$ cat config.mk
export PLATFORM = sky130hd
export DESIGN_NAME = program_counter_stack_flat
export DESIGN_NICKNAME = d
export VERILOG_FILES = /design/src/rtl/program_counter_stack_if.sv /design/src/rtl/program_counter_stack.sv /design/src/flat_wrapper.sv
export SDC_FILE = /design/constraint.sdc
export NUM_CORES = 1
export LEC_CHECK = 0
export CAP_MARGIN = 0
export CORE_MARGIN = 1
export CORE_UTILIZATION = 35
export DETAILED_ROUTE_END_ITERATION = 16
export PLACE_DENSITY = 0.78
export SLEW_MARGIN = 0
export SYNTH_ARGS = -nofsm -noshare
export SYNTH_HDL_FRONTEND = slang
export SYNTH_SLANG_ARGS = --single-unit
export TNS_END_PERCENT = 1
$ cat constraint.sdc
create_clock -name clk -period 1.5 [get_ports clk]
set_input_delay 0.3 -clock clk [delete_from_list [all_inputs] [get_ports clk]]
set_output_delay 0.3 -clock clk [all_outputs]
set_load 0.03 [all_outputs]
$ cat src/rtl/program_counter_stack_if.sv
// Control/bus bundle between the sequencer (master) and the program counter (slave).
// The sequencer drives the strobes and bits_in; the counter returns pc, bus and stack status.
interface program_counter_stack_if #(
    parameter int WIDTH       = 8,
    parameter int STACK_DEPTH = 4
);
    localparam int SP_W = $clog2(STACK_DEPTH + 1);

    logic             clr_n;
    logic             lp;
    logic             cp;
    logic             ep;
    logic             call;
    logic             ret;
    logic [WIDTH-1:0] bits_in;
    logic [WIDTH-1:0] bits_out;
    logic             bus_oe;
    logic [WIDTH-1:0] pc;
    logic             tc;
    logic [SP_W-1:0]  sp;
    logic             stk_full;
    logic             stk_empty;
    logic             stk_err;

    modport master (
        output clr_n, lp, cp, ep, call, ret, bits_in,
        input  bits_out, bus_oe, pc, tc, sp, stk_full, stk_empty, stk_err
    );

    modport slave (
        input  clr_n, lp, cp, ep, call, ret, bits_in,
        output bits_out, bus_oe, pc, tc, sp, stk_full, stk_empty, stk_err
    );
endinterface

$ cat src/rtl/program_counter_stack.sv
// WIDTH-bit program counter with clear/load/count/bus enable; the return-address
// stack for call/ret is built only when PC_STACK_EN is defined.
module program_counter_stack #(
    parameter int WIDTH       = 8,
    parameter int STACK_DEPTH = 4
) (
    input logic                    clk,
    input logic                    rst,
    program_counter_stack_if.slave bus
);
    localparam int              SP_W    = $clog2(STACK_DEPTH + 1);
    localparam logic [SP_W-1:0] SP_FULL = SP_W'(STACK_DEPTH);

    typedef enum logic [2:0] {
        OP_HOLD,
        OP_CLEAR,
        OP_RET,
        OP_CALL,
        OP_LOAD,
        OP_COUNT
    } op_e;

    op_e              op;
    logic [WIDTH-1:0] pc_p0;
    logic [WIDTH-1:0] pc_nxt;
    logic [SP_W-1:0]  sp_p0;
    logic             err_p0;
    logic             stk_full;
    logic             stk_empty;
    logic [WIDTH-1:0] top;

    // Exactly one operation per cycle; without the stack call/ret drop out of the chain.
    always_comb begin
        op = OP_HOLD;
        if (!bus.clr_n)   op = OP_CLEAR;
`ifdef PC_STACK_EN
        else if (bus.ret)  op = OP_RET;
        else if (bus.call) op = OP_CALL;
`endif
        else if (bus.lp)   op = OP_LOAD;
        else if (bus.cp)   op = OP_COUNT;
    end

    always_comb begin
        pc_nxt = pc_p0;
        case (op)
            OP_CLEAR: pc_nxt = '0;
            OP_RET:   pc_nxt = stk_empty ? pc_p0 : top;
            OP_CALL:  pc_nxt = stk_full ? pc_p0 : bus.bits_in;
            OP_LOAD:  pc_nxt = bus.bits_in;
            OP_COUNT: pc_nxt = pc_p0 + WIDTH'(1);
            default:  pc_nxt = pc_p0;
        endcase
    end

    always_ff @(posedge clk or posedge rst) begin
        if (rst) pc_p0 <= '0;
        else     pc_p0 <= pc_nxt;
    end

`ifdef PC_STACK_EN
    logic [WIDTH-1:0] stack_mem [STACK_DEPTH];
    logic [SP_W-1:0]  sp_nxt;
    logic             err_nxt;
    logic             push;

    assign stk_full  = (sp_p0 == SP_FULL);
    assign stk_empty = (sp_p0 == '0);

    // Entry sp-1 is the top of stack.
    always_comb begin
        top = '0;
        for (int i = 0; i < STACK_DEPTH; i++) begin
            if (sp_p0 == SP_W'(i + 1)) top = stack_mem[i];
        end
    end

    always_comb begin
        sp_nxt  = sp_p0;
        err_nxt = err_p0;
        push    = 1'b0;
        case (op)
            OP_CLEAR: begin
                sp_nxt  = '0;
                err_nxt = 1'b0;
            end
            OP_RET: begin
                if (stk_empty) err_nxt = 1'b1;
                else           sp_nxt  = sp_p0 - SP_W'(1);
            end
            OP_CALL: begin
                if (stk_full) begin
                    err_nxt = 1'b1;
                end else begin
                    push   = 1'b1;
                    sp_nxt = sp_p0 + SP_W'(1);
                end
            end
            default: ;
        endcase
    end

    // Clear leaves entries in place; they become unreachable once sp returns to 0.
    always_ff @(posedge clk or posedge rst) begin
        if (rst) begin
            sp_p0  <= '0;
            err_p0 <= 1'b0;
            for (int i = 0; i < STACK_DEPTH; i++) stack_mem[i] <= '0;
        end else begin
            sp_p0  <= sp_nxt;
            err_p0 <= err_nxt;
            for (int i = 0; i < STACK_DEPTH; i++) begin
                if (push && sp_p0 == SP_W'(i)) stack_mem[i] <= pc_p0;
            end
        end
    end
`else
    logic unused_strobes;

    assign unused_strobes = bus.call ^ bus.ret;
    assign sp_p0          = '0;
    assign err_p0         = 1'b0;
    assign stk_full       = 1'b0;
    assign stk_empty      = 1'b1;
    assign top            = '0;
`endif

    assign bus.pc        = pc_p0;
    assign bus.sp        = sp_p0;
    assign bus.stk_err   = err_p0;
    assign bus.stk_full  = stk_full;
    assign bus.stk_empty = stk_empty;
    assign bus.bus_oe    = bus.ep;
    assign bus.bits_out  = bus.ep ? pc_p0 : '0;
    assign bus.tc        = (op == OP_COUNT) && (&pc_p0);
endmodule

$ cat src/flat_wrapper.sv
// flat-port wrapper written by rule: the top's interface ports become plain ports
module program_counter_stack_flat 
#(
    parameter int WIDTH       = 8,
    parameter int STACK_DEPTH = 4
)
  (clk, rst, bus_clr_n, bus_lp, bus_cp, bus_ep, bus_call, bus_ret, bus_bits_in, bus_bits_out, bus_bus_oe, bus_pc, bus_tc, bus_sp, bus_stk_full, bus_stk_empty, bus_stk_err);
  program_counter_stack_if #(.WIDTH(WIDTH), .STACK_DEPTH(STACK_DEPTH)) bus_i ();
  input logic clk;
  input logic rst;
  input wire logic [$bits(bus_i.clr_n)-1:0] bus_clr_n;
  input wire logic [$bits(bus_i.lp)-1:0] bus_lp;
  input wire logic [$bits(bus_i.cp)-1:0] bus_cp;
  input wire logic [$bits(bus_i.ep)-1:0] bus_ep;
  input wire logic [$bits(bus_i.call)-1:0] bus_call;
  input wire logic [$bits(bus_i.ret)-1:0] bus_ret;
  input wire logic [$bits(bus_i.bits_in)-1:0] bus_bits_in;
  output wire logic [$bits(bus_i.bits_out)-1:0] bus_bits_out;
  output wire logic [$bits(bus_i.bus_oe)-1:0] bus_bus_oe;
  output wire logic [$bits(bus_i.pc)-1:0] bus_pc;
  output wire logic [$bits(bus_i.tc)-1:0] bus_tc;
  output wire logic [$bits(bus_i.sp)-1:0] bus_sp;
  output wire logic [$bits(bus_i.stk_full)-1:0] bus_stk_full;
  output wire logic [$bits(bus_i.stk_empty)-1:0] bus_stk_empty;
  output wire logic [$bits(bus_i.stk_err)-1:0] bus_stk_err;
  assign bus_i.clr_n = bus_clr_n;
  assign bus_i.lp = bus_lp;
  assign bus_i.cp = bus_cp;
  assign bus_i.ep = bus_ep;
  assign bus_i.call = bus_call;
  assign bus_i.ret = bus_ret;
  assign bus_i.bits_in = bus_bits_in;
  assign bus_bits_out = bus_i.bits_out;
  assign bus_bus_oe = bus_i.bus_oe;
  assign bus_pc = bus_i.pc;
  assign bus_tc = bus_i.tc;
  assign bus_sp = bus_i.sp;
  assign bus_stk_full = bus_i.stk_full;
  assign bus_stk_empty = bus_i.stk_empty;
  assign bus_stk_err = bus_i.stk_err;
  program_counter_stack #(.WIDTH(WIDTH), .STACK_DEPTH(STACK_DEPTH)) u_core (.clk(clk), .rst(rst), .bus(bus_i));
endmodule
==> metrics.md <==
| Metric | Value |
|---|---|
| Status | finished with violations |
| Failing checks | negative setup slack |
| Number of synthesized flops with an enable pin | 0 |
| CTS tree | yes |
| Crit path DAT | 1.26 ns |
| Io pins | 40 |
| CTS Hold Buffers Added | 0 |
| Fin Setup TNS | -0.0621 ns |
| Clk Latency, worst-skew pair | 0.26 ns |
| Synth warn | 0 |
| Initial Util | between 30% and 40% |
| Post-synthesis to final-layout area growth | 72.7% |
| Setup crit end kind | primary output |
| Commonest non-fill, non-tap cell in the layout | buf_4 |
| Fin. max-slew vios | 0 |
| Initial detailed-routing violation count | 36 |
| Cell variety after synth | 28 |
| Die Wd | 43.9 microns |
| Gpl congestion | ~0.82 |
| Vias in the first global route | roughly 630 |
| Chip height | 43.9 microns |
| Leak Pwr | 0.511 nW |
| Worst Setup Slack, final | -0.0621 ns |
| Via count | 712 |
| HP Class | input port to async pin |
| CTS Buf Count | 3 |
| Routed WL per cell | between 10 and 15 microns |
| CTS HTree Levels | 1 |
| Final Skew | 0.0129 ns |
| Synth Instances | 73 |
| Fin util | roughly 67% |
| ANT nets after route | 0 |
| Critical Path RT | 1.20 ns |
| Worst-path maximum fanout | 6 |
| Reg clk slew, reported paths | approximately 0.07 ns |
| Grt ovf | 0 |
| Core area | 1580 sq um |
| Layout cell share with drive strength beyond 1 | 34.5% |
| Maxcap violations | 0 |
| First-pass GRT wire length | about 2800 microns |
| RSZ-0062 raised after global routing | true |
| Worst hold slack | a little under 0.3 ns |
| Tcrit/Tclk final | 104% |
| PD cells | 678 nW/um^2 |
| Site Rows | 14 |
| Layout Nets | around 140 |
| Final HPWL DP | 1320 microns |
| Minimum clock period | 1.56 ns |
| DP Area | 953 sq um |
| Routed wire length | approximately 2000 microns |
| Final setup vio count | 1 |
| Pre-antenna DRT Iters | 6 |
| VDD IR max | 0.394 mV |
| DP Cell Count | 125 |
| Largest register FFs | 8 |
| Post-synth ARST share | between 90% and 100% |
| Residual DRC | 0 |
| Initial antenna violation count | 0 |
| Final instance area | 1060 sq um |
| Ant diodes | 0 |
| Post-synthesis sequential area ratio | 32.7% |
| Crit path launch type | flop |
| Worst Path Class, Setup | flop to primary output |
| Synthesized area | 613 sq um |
| CTS sink count | 8 |
| Final Non-Filler Cells | between 100 and 150 |
| Avg Inst Size Synth | 8.40 sq um |
| CTS max path bufs | 2 |
| Port Buffers | 31 |
| Max Clk Rate | 640 MHz |
| Leading cell types in the layout, fill and taps excluded | buf_4, clkdlybuf4s50_1, dlygate4sd2_1, o21ai_0, and2_1 |
| Root buf cell | clkbuf_4 |
| Largest net degree at the start of global routing | 10 |
| Synth Register Bits | 8 |
| Top FF cell, synth | dfrtp_1 |
| Total track usage | 19.7% |
| Final hold vios | 0 |
| Vias per inst | 5.27 |
| Total die area | ~1900 sq um |
-- final cells by class --
cell class	instances	area [sq um]
fillers	137	518
repair buffers	47	400
multi-input cells	56	389
flip-flops and latches	8	208
clock buffers	4	26.3
well taps	16	20.0
inverters	4	15.0
-- cell usage after synthesis, types with 2 or more instances --
master    number  area [sq um]
dfrtp_1        8           200
and2_1         7          43.8
buf_4          7          52.6
o21ai_0        7          35.0
inv_1          4          15.0
nand3_1        4          20.0
nor2_1         4          15.0
a21oi_1        3          15.0
xor2_1         3          26.3
a211oi_1       2          15.0
a31oi_1        2          12.5
conb_1         2          7.51
mux2i_1        2          20.0
nand2_1        2          7.51
nand4_1        2          12.5
or3_1          2          12.5
-- power breakdown --
group	total [mW]	leakage, nW	switching (mW)	internal [mW]
Clock	0.194	0.0150	0.0917	0.102
Sequential	0.259	0.0962	0.0259	0.233
Combinational	0.265	0.400	0.149	0.116
Total	0.717	0.511	0.267	0.451
-- critical path: stages, from the launching register on --
cell and delay (ns):
dfrtp_2 0.44, ha_4 0.18, nand3_4 0.07, nor3_4 0.16, buf_6 0.15
-- routing by layer --
layer / vias to the layer above / GRT usage (%) / wire (microns)
met3: 2 / 3.33 / 125
met5: - / 0 / 0
li1: 338 / - / -
met2: 36 / 34.6 / 971
met1: 336 / 25.5 / 831
met4: 0 / 3.64 / 13
-- per-stage QoR --
step	power, mW	setup slack, ns
2_1_floorplan	0.400	0.0200
3_3_place_gp	0.503	-0.142
3_5_place_dp	0.507	-0.189
4_1_cts	0.688	-0.119
5_1_grt	0.755	-0.131
6_report	0.717	-0.0621
-- path summary, 6_finish.rpt --
kind / startpoint / to / slack [ns] / cells after the start
worst max-delay path: u_core.bus.pc[1] / bus_tc / -0.06 / 4
worst min-delay path: rst / u_core.bus.pc[0] / 0.29 / 2
worst max register to register: u_core.bus.pc[1] / u_core.bus.pc[6] / 0.09 / 5
worst min register to register: u_core.bus.pc[5] / u_core.bus.pc[5] / 0.66 / 2
max in group asynchronous: rst / u_core.bus.pc[2] / 0.91 / 2
min in group clk: bus_cp / u_core.bus.pc[6] / 0.53 / 4
-- kinds of logic after synthesis --
logic type	count (synthesis)	share of synthesized area [%]
and+or+nand+nor	27	25.9
AOI/OAI and AO/OA	17	16.9
buffers and inverters	13	13.7
DFF	8	32.7
xor gates and xnor gates	3	4.29
other	2	1.22
muxes	2	3.27
adders and majority gates	1	2.04
-- timing repair --
action	4_1_cts	5_1_grt
hold endpoints to repair	0	0
resized for setup	12	11
pin swaps	0	4
buffers inserted	0	6
setup endpoints to repair	17	2
Note: power is estimated with default switching activity, not from simulation.
